## config.mk

```make
export PLATFORM = sky130hd
export DESIGN_NAME = fec_decoder_flat
export DESIGN_NICKNAME = d
export VERILOG_FILES = /design/src/rtl/fec_decoder_if.sv /design/src/rtl/fec_decoder.sv /design/src/flat_wrapper.sv
export SDC_FILE = /design/constraint.sdc
export NUM_CORES = 1
export LEC_CHECK = 0
export CAP_MARGIN = 20
export CORE_ASPECT_RATIO = 1.25
export CORE_MARGIN = 3
export CORE_UTILIZATION = 30
export DETAILED_ROUTE_END_ITERATION = 16
export SLEW_MARGIN = 20
export SYNTH_ARGS = -nofsm -noshare
export SYNTH_HDL_FRONTEND = slang
export SYNTH_SLANG_ARGS = --single-unit
export TNS_END_PERCENT = 100
```

## constraint.sdc

```tcl
create_clock -name CLK -period 2.65 [get_ports CLK]
set_input_delay 0.795 -clock CLK [delete_from_list [all_inputs] [get_ports CLK]]
set_output_delay 0.795 -clock CLK [all_outputs]
set_load 0.05 [all_outputs]
```

## src/rtl/fec_decoder_if.sv

```systemverilog
// Byte-stream handshake bundle between a codeword source, the SECDED decoder and its result sink.
interface fec_decoder_if;
    logic       IN_VALID;
    logic       IN_READY;
    logic [7:0] IN_BYTE;
    logic       OUT_VALID;
    logic       OUT_READY;
    logic [7:0] OUT_BYTE;

    modport master (
        output IN_VALID,
        output IN_BYTE,
        output OUT_READY,
        input  IN_READY,
        input  OUT_VALID,
        input  OUT_BYTE
    );

    modport slave (
        input  IN_VALID,
        input  IN_BYTE,
        input  OUT_READY,
        output IN_READY,
        output OUT_VALID,
        output OUT_BYTE
    );
endinterface

```

## src/rtl/fec_decoder.sv

```systemverilog
// Hamming(16,11) SECDED decoder: takes a codeword as two bytes, returns data plus a status byte,
// and keeps saturating counts of corrected and uncorrectable codewords.
module fec_decoder (
    input  logic         CLK,
    input  logic         RESET,
    fec_decoder_if.slave bus,
    output logic [7:0]   CORR_CNT,
    output logic [7:0]   DERR_CNT
);
    typedef enum logic [2:0] {
        RX_LO = 3'd0,
        RX_HI = 3'd1,
        CALC  = 3'd2,
        TX_LO = 3'd3,
        TX_HI = 3'd4
    } state_t;

    state_t      state_r;
    state_t      state_next_s;
    logic [15:0] code_r;
    logic [3:0]  syn_r;
    logic        par_r;
    logic        calc_phase_r;
    logic [10:0] data_r;
    logic [1:0]  status_r;
    logic [7:0]  out_byte_r;
    logic [7:0]  corr_cnt_r;
    logic [7:0]  derr_cnt_r;
    logic        in_ready_r;
    logic        out_valid_r;
    logic [15:0] fixed_s;
    logic [10:0] dec_data_s;
    logic [1:0]  dec_status_s;

    function automatic logic [3:0] calc_syndrome(input logic [15:0] c);
        logic [3:0] s;
        logic [3:0] pos;
        s = 4'b0000;
        for (int k = 1; k < 16; k++) begin
            pos = k[3:0];
            for (int i = 0; i < 4; i++) begin
                s[i] = s[i] ^ (c[k] & pos[i]);
            end
        end
        return s;
    endfunction

    function automatic logic calc_parity(input logic [15:0] c);
        return ^c;
    endfunction

    function automatic logic [10:0] extract_data(input logic [15:0] c);
        return {c[15:9], c[7:5], c[3]};
    endfunction

    assign bus.IN_READY  = in_ready_r;
    assign bus.OUT_VALID = out_valid_r;
    assign bus.OUT_BYTE  = out_byte_r;
    assign CORR_CNT      = corr_cnt_r;
    assign DERR_CNT      = derr_cnt_r;

    // Correction from the syndrome registered in the first CALC cycle; odd parity means a single flip.
    always_comb begin
        fixed_s      = code_r;
        dec_status_s = 2'b00;
        if (par_r) begin
            fixed_s[syn_r] = ~code_r[syn_r];
            dec_status_s   = 2'b01;
        end else if (syn_r != 4'd0) begin
            dec_status_s = 2'b10;
        end else begin
            dec_status_s = 2'b00;
        end
        dec_data_s = extract_data(fixed_s);
    end

    // Next-state logic; CALC spans two cycles (syndrome, then correction).
    always_comb begin
        state_next_s = state_r;
        case (state_r)
            RX_LO:   if (bus.IN_VALID)  state_next_s = RX_HI; else state_next_s = RX_LO;
            RX_HI:   if (bus.IN_VALID)  state_next_s = CALC;  else state_next_s = RX_HI;
            CALC:    if (calc_phase_r)  state_next_s = TX_LO; else state_next_s = CALC;
            TX_LO:   if (bus.OUT_READY) state_next_s = TX_HI; else state_next_s = TX_LO;
            TX_HI:   if (bus.OUT_READY) state_next_s = RX_LO; else state_next_s = TX_HI;
            default: state_next_s = RX_LO;
        endcase
    end

    // State register and registered handshake outputs derived from the next state.
    always_ff @(posedge CLK) begin
        if (RESET) begin
            state_r     <= RX_LO;
            in_ready_r  <= 1'b1;
            out_valid_r <= 1'b0;
        end else begin
            state_r     <= state_next_s;
            in_ready_r  <= (state_next_s == RX_LO) || (state_next_s == RX_HI);
            out_valid_r <= (state_next_s == TX_LO) || (state_next_s == TX_HI);
        end
    end

    // Codeword capture, decode pipeline, output byte and saturating error counters.
    always_ff @(posedge CLK) begin
        if (RESET) begin
            code_r       <= 16'h0000;
            syn_r        <= 4'd0;
            par_r        <= 1'b0;
            calc_phase_r <= 1'b0;
            data_r       <= 11'd0;
            status_r     <= 2'b00;
            out_byte_r   <= 8'h00;
            corr_cnt_r   <= 8'd0;
            derr_cnt_r   <= 8'd0;
        end else begin
            case (state_r)
                RX_LO: begin
                    if (bus.IN_VALID) code_r[7:0] <= bus.IN_BYTE;
                end
                RX_HI: begin
                    if (bus.IN_VALID) code_r[15:8] <= bus.IN_BYTE;
                end
                CALC: begin
                    if (!calc_phase_r) begin
                        syn_r        <= calc_syndrome(code_r);
                        par_r        <= calc_parity(code_r);
                        calc_phase_r <= 1'b1;
                    end else begin
                        calc_phase_r <= 1'b0;
                        data_r       <= dec_data_s;
                        status_r     <= dec_status_s;
                        out_byte_r   <= dec_data_s[7:0];
                        if ((dec_status_s == 2'b01) && (corr_cnt_r != 8'hFF))
                            corr_cnt_r <= corr_cnt_r + 8'd1;
                        if ((dec_status_s == 2'b10) && (derr_cnt_r != 8'hFF))
                            derr_cnt_r <= derr_cnt_r + 8'd1;
                    end
                end
                TX_LO: begin
                    if (bus.OUT_READY) out_byte_r <= {status_r, 3'b000, data_r[10:8]};
                end
                TX_HI: begin
                    if (bus.OUT_READY) out_byte_r <= 8'h00;
                end
                default: begin
                    calc_phase_r <= 1'b0;
                end
            endcase
        end
    end
endmodule

```

## src/flat_wrapper.sv

```systemverilog
// flat-port wrapper written by rule: the top's interface ports become plain ports
module fec_decoder_flat 
  (CLK, RESET, CORR_CNT, DERR_CNT, bus_IN_VALID, bus_IN_BYTE, bus_OUT_READY, bus_IN_READY, bus_OUT_VALID, bus_OUT_BYTE);
  fec_decoder_if bus_i ();
  input  logic CLK;
  input  logic RESET;
  output logic [7:0] CORR_CNT;
  output logic [7:0] DERR_CNT;
  input wire logic [$bits(bus_i.IN_VALID)-1:0] bus_IN_VALID;
  input wire logic [$bits(bus_i.IN_BYTE)-1:0] bus_IN_BYTE;
  input wire logic [$bits(bus_i.OUT_READY)-1:0] bus_OUT_READY;
  output wire logic [$bits(bus_i.IN_READY)-1:0] bus_IN_READY;
  output wire logic [$bits(bus_i.OUT_VALID)-1:0] bus_OUT_VALID;
  output wire logic [$bits(bus_i.OUT_BYTE)-1:0] bus_OUT_BYTE;
  assign bus_i.IN_VALID = bus_IN_VALID;
  assign bus_i.IN_BYTE = bus_IN_BYTE;
  assign bus_i.OUT_READY = bus_OUT_READY;
  assign bus_IN_READY = bus_i.IN_READY;
  assign bus_OUT_VALID = bus_i.OUT_VALID;
  assign bus_OUT_BYTE = bus_i.OUT_BYTE;
  fec_decoder u_core (.CLK(CLK), .RESET(RESET), .bus(bus_i), .CORR_CNT(CORR_CNT), .DERR_CNT(DERR_CNT));
endmodule
```

* Word level (Yosys, flattened, before mapping)
Index checks and enable logic that the tools add are counted.
Word-level totals: input port bits 12, output and inout port bits 26, bits in registers 64
Operators by class: $add $sub $neg 2, muxes and demuxes 20, $lt $le $gt $ge 2, reduce and logical (&&, ||, !) cells 18, equal/unequal tests 14, bitwise operators 30
Operators by type and width (count):
- $xor A1 B1 Y1 | 28
- $mux W8 | 3
- $pmux W8 S3 | 1
- $add A8 B1 Y8 const B | 2
- $bwmux W16 | 1
- $mux W16 | 1
- $ne A8 B8 Y1 const B | 2
- $reduce_xor A16 Y1 | 1
- $pmux W3 S5 | 1
- $eq A3 B2 Y1 const B | 3
- $reduce_and A2 Y1 | 4
- $eq A3 B1 Y1 const B | 2
- $eq A3 B3 Y1 const B | 2
- $logic_not A3 Y1 | 2
- $mux W2 | 3
- $mux W3 | 2
- $reduce_and A3 Y1 | 2
- $lt A4 B5 Y1 const B | 1
- $mux W1 | 5
- $bmux W1 S4 | 1
- $demux W1 S4 | 1
- $ge A4 B1 Y1 const B | 1
- $ne A2 B2 Y1 const B | 2
- $reduce_and A4 Y1 | 1
- 10 further kinds | 14

* Logic depth before layout (Yosys ltp)
Gate-level depths: netlist of the first run.
depth after elaboration 8, depth in mapped cells 6, depth with buffers taken out 6

* Worst setup path before layout of the first run
OpenSTA, ideal clock, no wires.
path kind register -> register, from register u_core.derr_cnt_r[0], in the netlist u_core.DERR_CNT[0], to register u_core.derr_cnt_r[4], in the netlist u_core.DERR_CNT[4], period minus slack after synthesis 2005 ps, arrival time 1877 ps, stages on the path, launching flop included 7, required time 2522 ps, setup time 128 ps, path buffers 0, setup slack 645 ps, path through dfxtp_1 ha_1 and3_1 a2111oi_4 nand4_1 xor2_1 nor2_1
Between the ends: word-level cells in the longest chain between the ends 3
RTL lines:
- start, declared | line fec_decoder.sv:28 | logic [7:0] derr_cnt_r;
- start signal, assigned | line fec_decoder.sv:136 | derr_cnt_r <= derr_cnt_r + 8'd1;
- parallel branches: the longest is 3 deep, another holds $add A8 B1 Y8
Parallel ways; which one is timed is not known. A chain may end at the register's enable or synchronous reset.

* Worst setup path after layout of the first run
from register u_core.corr_cnt_r[2], in the netlist u_core.CORR_CNT[2], to output CORR_CNT[2]
RTL lines:
- start, declared | line fec_decoder.sv:27 | logic [7:0] corr_cnt_r;
- start signal, assigned | line fec_decoder.sv:134 | corr_cnt_r <= corr_cnt_r + 8'd1;
- end, declared | line flat_wrapper.sv:7 | output logic [7:0] CORR_CNT;
No word-level cell between the ends.

==> impl_metrics.ini, run 1 <==
[synth]
syn_nets = 325
yosys_warnings = 0
synth_edf_count = 0
avgSynthCellArea_um2 = 8.59
yosys.area_share.simple_pct = 23.7
synth_seq_cells = 56
synth_top_family_by_area = simple AND/OR/NAND/NOR gates
synthMuxAreaShare_pct = 1.50
syn_area_um2 = 2670
synth_top_area_cell = dfxtp_1
synth_area_leaders = dfxtp_1 42%, xnor2_1 8.9%, nor2_1 6.5%
synth_top_area_share_pct = 42.0
yosysUniqueCellTypes = 39
synthAdderAreaFrac_pct = 0.937
syn_inst = 311
ys_seq_area_share_pct = 42.0
synthXorXnorAreaFrac_pct = 15.1
synth_compound_area_share_pct = 14.4
async_reset_ff_share_pct = 0
ys.flop_type = dfxtp_1

[power]
seqPwrFrac_pct = 51.4
p_sw_mw = 0.518
swShare_pct = 28.3
power.internal_mw = 1.31
power.total_mw = 1.83
comb_power_share_pct = 17.8
powerDensity_nw_per_um2 = 562
power.leakage_nw = 1.08
irDropWorstVdd_v = 0.000219
p_clk_share_pct = 30.8

[routing]
first_pass_iters = 4
drtIter0Drc = 105
drt_wl_total_um = 5850
wl_per_cell_um = 12.6
vias_per_cell = 4.77
via_count = 2211
drc_errors = 0
antenna_left = 0

[place]
io_buffers = 37
gp_congestion = 0.773
dp.cells = 456
pre_cts_slack_ns = 0.226
dpl_cell_area_um2 = 3140
place_hpwl_um = 4330

[timing]
fin_tns_setup_ns = 0
worst_pin_slew_ns = 0.788
layout_setup_ws_ns = 0.210
min_period_over_period_pct = 92.1
rsz0062_at_grt = false
relSlewSlack_pct = 47.0
fmax_mhz = 410
period_needed_ns = 2.44
setup_violations = 0
hold_violations = 0
finClkSkew_ns = 0.00405
maxSlewViolCount = 0

[global_routing]
grt_pass1_vias = 2086
grt-ovfl-total = 0
grt.total_usage_pct = 12.0
antenna_found_initial = 0
grt_pass1_wl_um = 10000
grt_max_degree = 33

[job]
maxCapViolCount = 0

[clock_network]
cts_max_level = 2
cts_sinks = 56
cts_setup_buffers = 0
cts_buffer_depth = 2
path_clk_slew_ns = 0.10
cts_tree = built
post_cts_resized = 0
root_buffer = clkbuf_8
clk-insertion-delay-late_ns = 0.31
hold_buffers = 0
cts_made_buffers = 5

[outcome]
status = finished clean

[critical_path]
cp_cell_sequence = clkdlybuf4s50_1
cp-end-kind = output port
crit_path_start_kind = register
crit_required_ns = 1.86
critPathTopFamily = buffers and inverters
cp_slowest_stage_delay_ns = 0.86
slowest_stage = clkdlybuf4s50_1
crit_type = reg2out
cp_max_fo = 6
cp_num_buf_inv = 1
arrival_ns = 1.65

[die]
die_area_um2 = 10100
die_w_um = 90.4
ios = 38
start_util_pct = 31.5
rows = 37
coreArea_um2 = 8470
die_y_um = 112

[worst_hold_path]
hold_path.class = reg2reg

[finish]
drive_gt1_share_pct = 4.61
finalNonFillerCells = 464
design_area_um2 = 3250
area_delta_synth_final_pct = 21.7
nets = 360
antenna_cells = 0
[layer usage]
| metal | part of all wire, % | up-vias | GRT usage [%] | wire length (µm) |
|---|---|---|---|---|
| met5 | 0 | - | 0 | 0 |
| met4 | 1.7 | 0 | 4.29 | 100 |
| met3 | 3.0 | 8 | 2.43 | 173 |
| met2 | 45 | 45 | 19.4 | 2660 |
| met1 | 50 | 1021 | 15.8 | 2920 |
| li1 | - | 1137 | - | - |
[synth_stat cells, drive strengths merged, types with 3 or more instances]
library cell / instances
nand4: 3
a311oi: 4
inv: 3
xor2: 19
nand3: 9
a22oi: 3
a21oi: 25
mux2i: 4
nor2: 46
dfxtp: 56
nor3: 11
buf: 3
clkbuf: 8
or3: 6
and3: 3
nand2: 43
a211oi: 4
a221oi: 5
xnor2: 27
nand2b: 3
o21ai: 8
[final timing paths]
path	slack, ns	end	depth (start not counted)	startpoint
max reg2reg	0.69	u_core.CORR_CNT[7]	5	u_core.state_r[1]
max	0.21	CORR_CNT[2]	1	u_core.CORR_CNT[2]
min	0.48	u_core.code_r[4]	2	u_core.code_r[4]
min reg2reg	0.48	u_core.code_r[4]	2	u_core.code_r[4]
[registers in the layout (all words and copies together), names as in the netlist]
signal                count
u_core.DERR_CNT           8
u_core.bus.IN_READY       1
u_core.data_r             3
u_core.bus.OUT_BYTE       8
u_core.syn_r              4
u_core.CORR_CNT           8
u_core.bus.OUT_VALID      1
u_core.code_r            16
u_core.status_r           2
u_core.calc_phase_r       1
u_core.state_r            3
u_core.par_r              1
[placed cells by master (no fill, tap or decap), types with 2 or more instances in the layout]
cell             instances
nand3b_1                 2
xnor2_1                 27
a22oi_1                  3
clkbuf_8                 5
clkdlybuf4s50_1         36
nand2_1                 43
a311oi_1                 4
mux2i_1                  4
a21boi_0                 2
a211oi_1                 4
a221oi_1                 5
xor2_1                  19
nand3_1                  9
buf_4                    2
inv_1                    3
and3_1                   3
nand2b_1                 3
o21ai_0                  8
nor2_1                  46
or3_1                    6
nor3_1                  10
ha_1                     2
nand4_1                  3
dfxtp_1                 56
a21oi_1                 25
[through the flow]
step	utilization, %	hold slack [ns]
finish	38.4	0.476
global route	38.4	0.498
CTS	38.4	0.481
detailed placement	37.1	0.466
global placement	37.1	0.463
floorplan	-	0.436
[power by group through the flow]
stage	Sequential, mW	Combinational (mW)	Clock [mW]
2_1_floorplan	0.957	0.250	0
3_3_place_gp	0.958	0.327	0
3_5_place_dp	0.960	0.329	0
4_1_cts	0.940	0.330	0.579
5_1_grt	0.949	0.362	0.618
6_report	0.940	0.325	0.563
[layout make-up]
type | count | area, µm²
clock inverters | 2 | 35.0
clock buffers | 6 | 72.6
multi-input cells | 241 | 1490
repair buffers | 39 | 380
fillers | 877 | 5220
flip-flops and latches | 56 | 1120
well taps | 117 | 146
inverters | 3 | 11.3
[kinds of logic (layout without fill, tap and decap cells)]
kind of cell,count (synthesis),in the layout
fa+ha+maj,2,2
buf+inv,14,50
xor+xnor,46,46
mux,4,4
flops,56,56
compound gates,56,56
simple gates,133,133
Note: power is estimated with default switching activity, not from simulation.
==> run 2: changes to the inputs <==
--- a/config.mk
+++ b/config.mk
@@ -9,6 +9,7 @@
 export CORE_ASPECT_RATIO = 1.25
 export CORE_MARGIN = 3
 export CORE_UTILIZATION = 30
+export CTS_CLUSTER_DIAMETER = 40
 export DETAILED_ROUTE_END_ITERATION = 16
 export SLEW_MARGIN = 20
 export SYNTH_ARGS = -nofsm -noshare
==> results of run 2 <==
The final DEF is identical to that of run 1; final timing and power are the same.
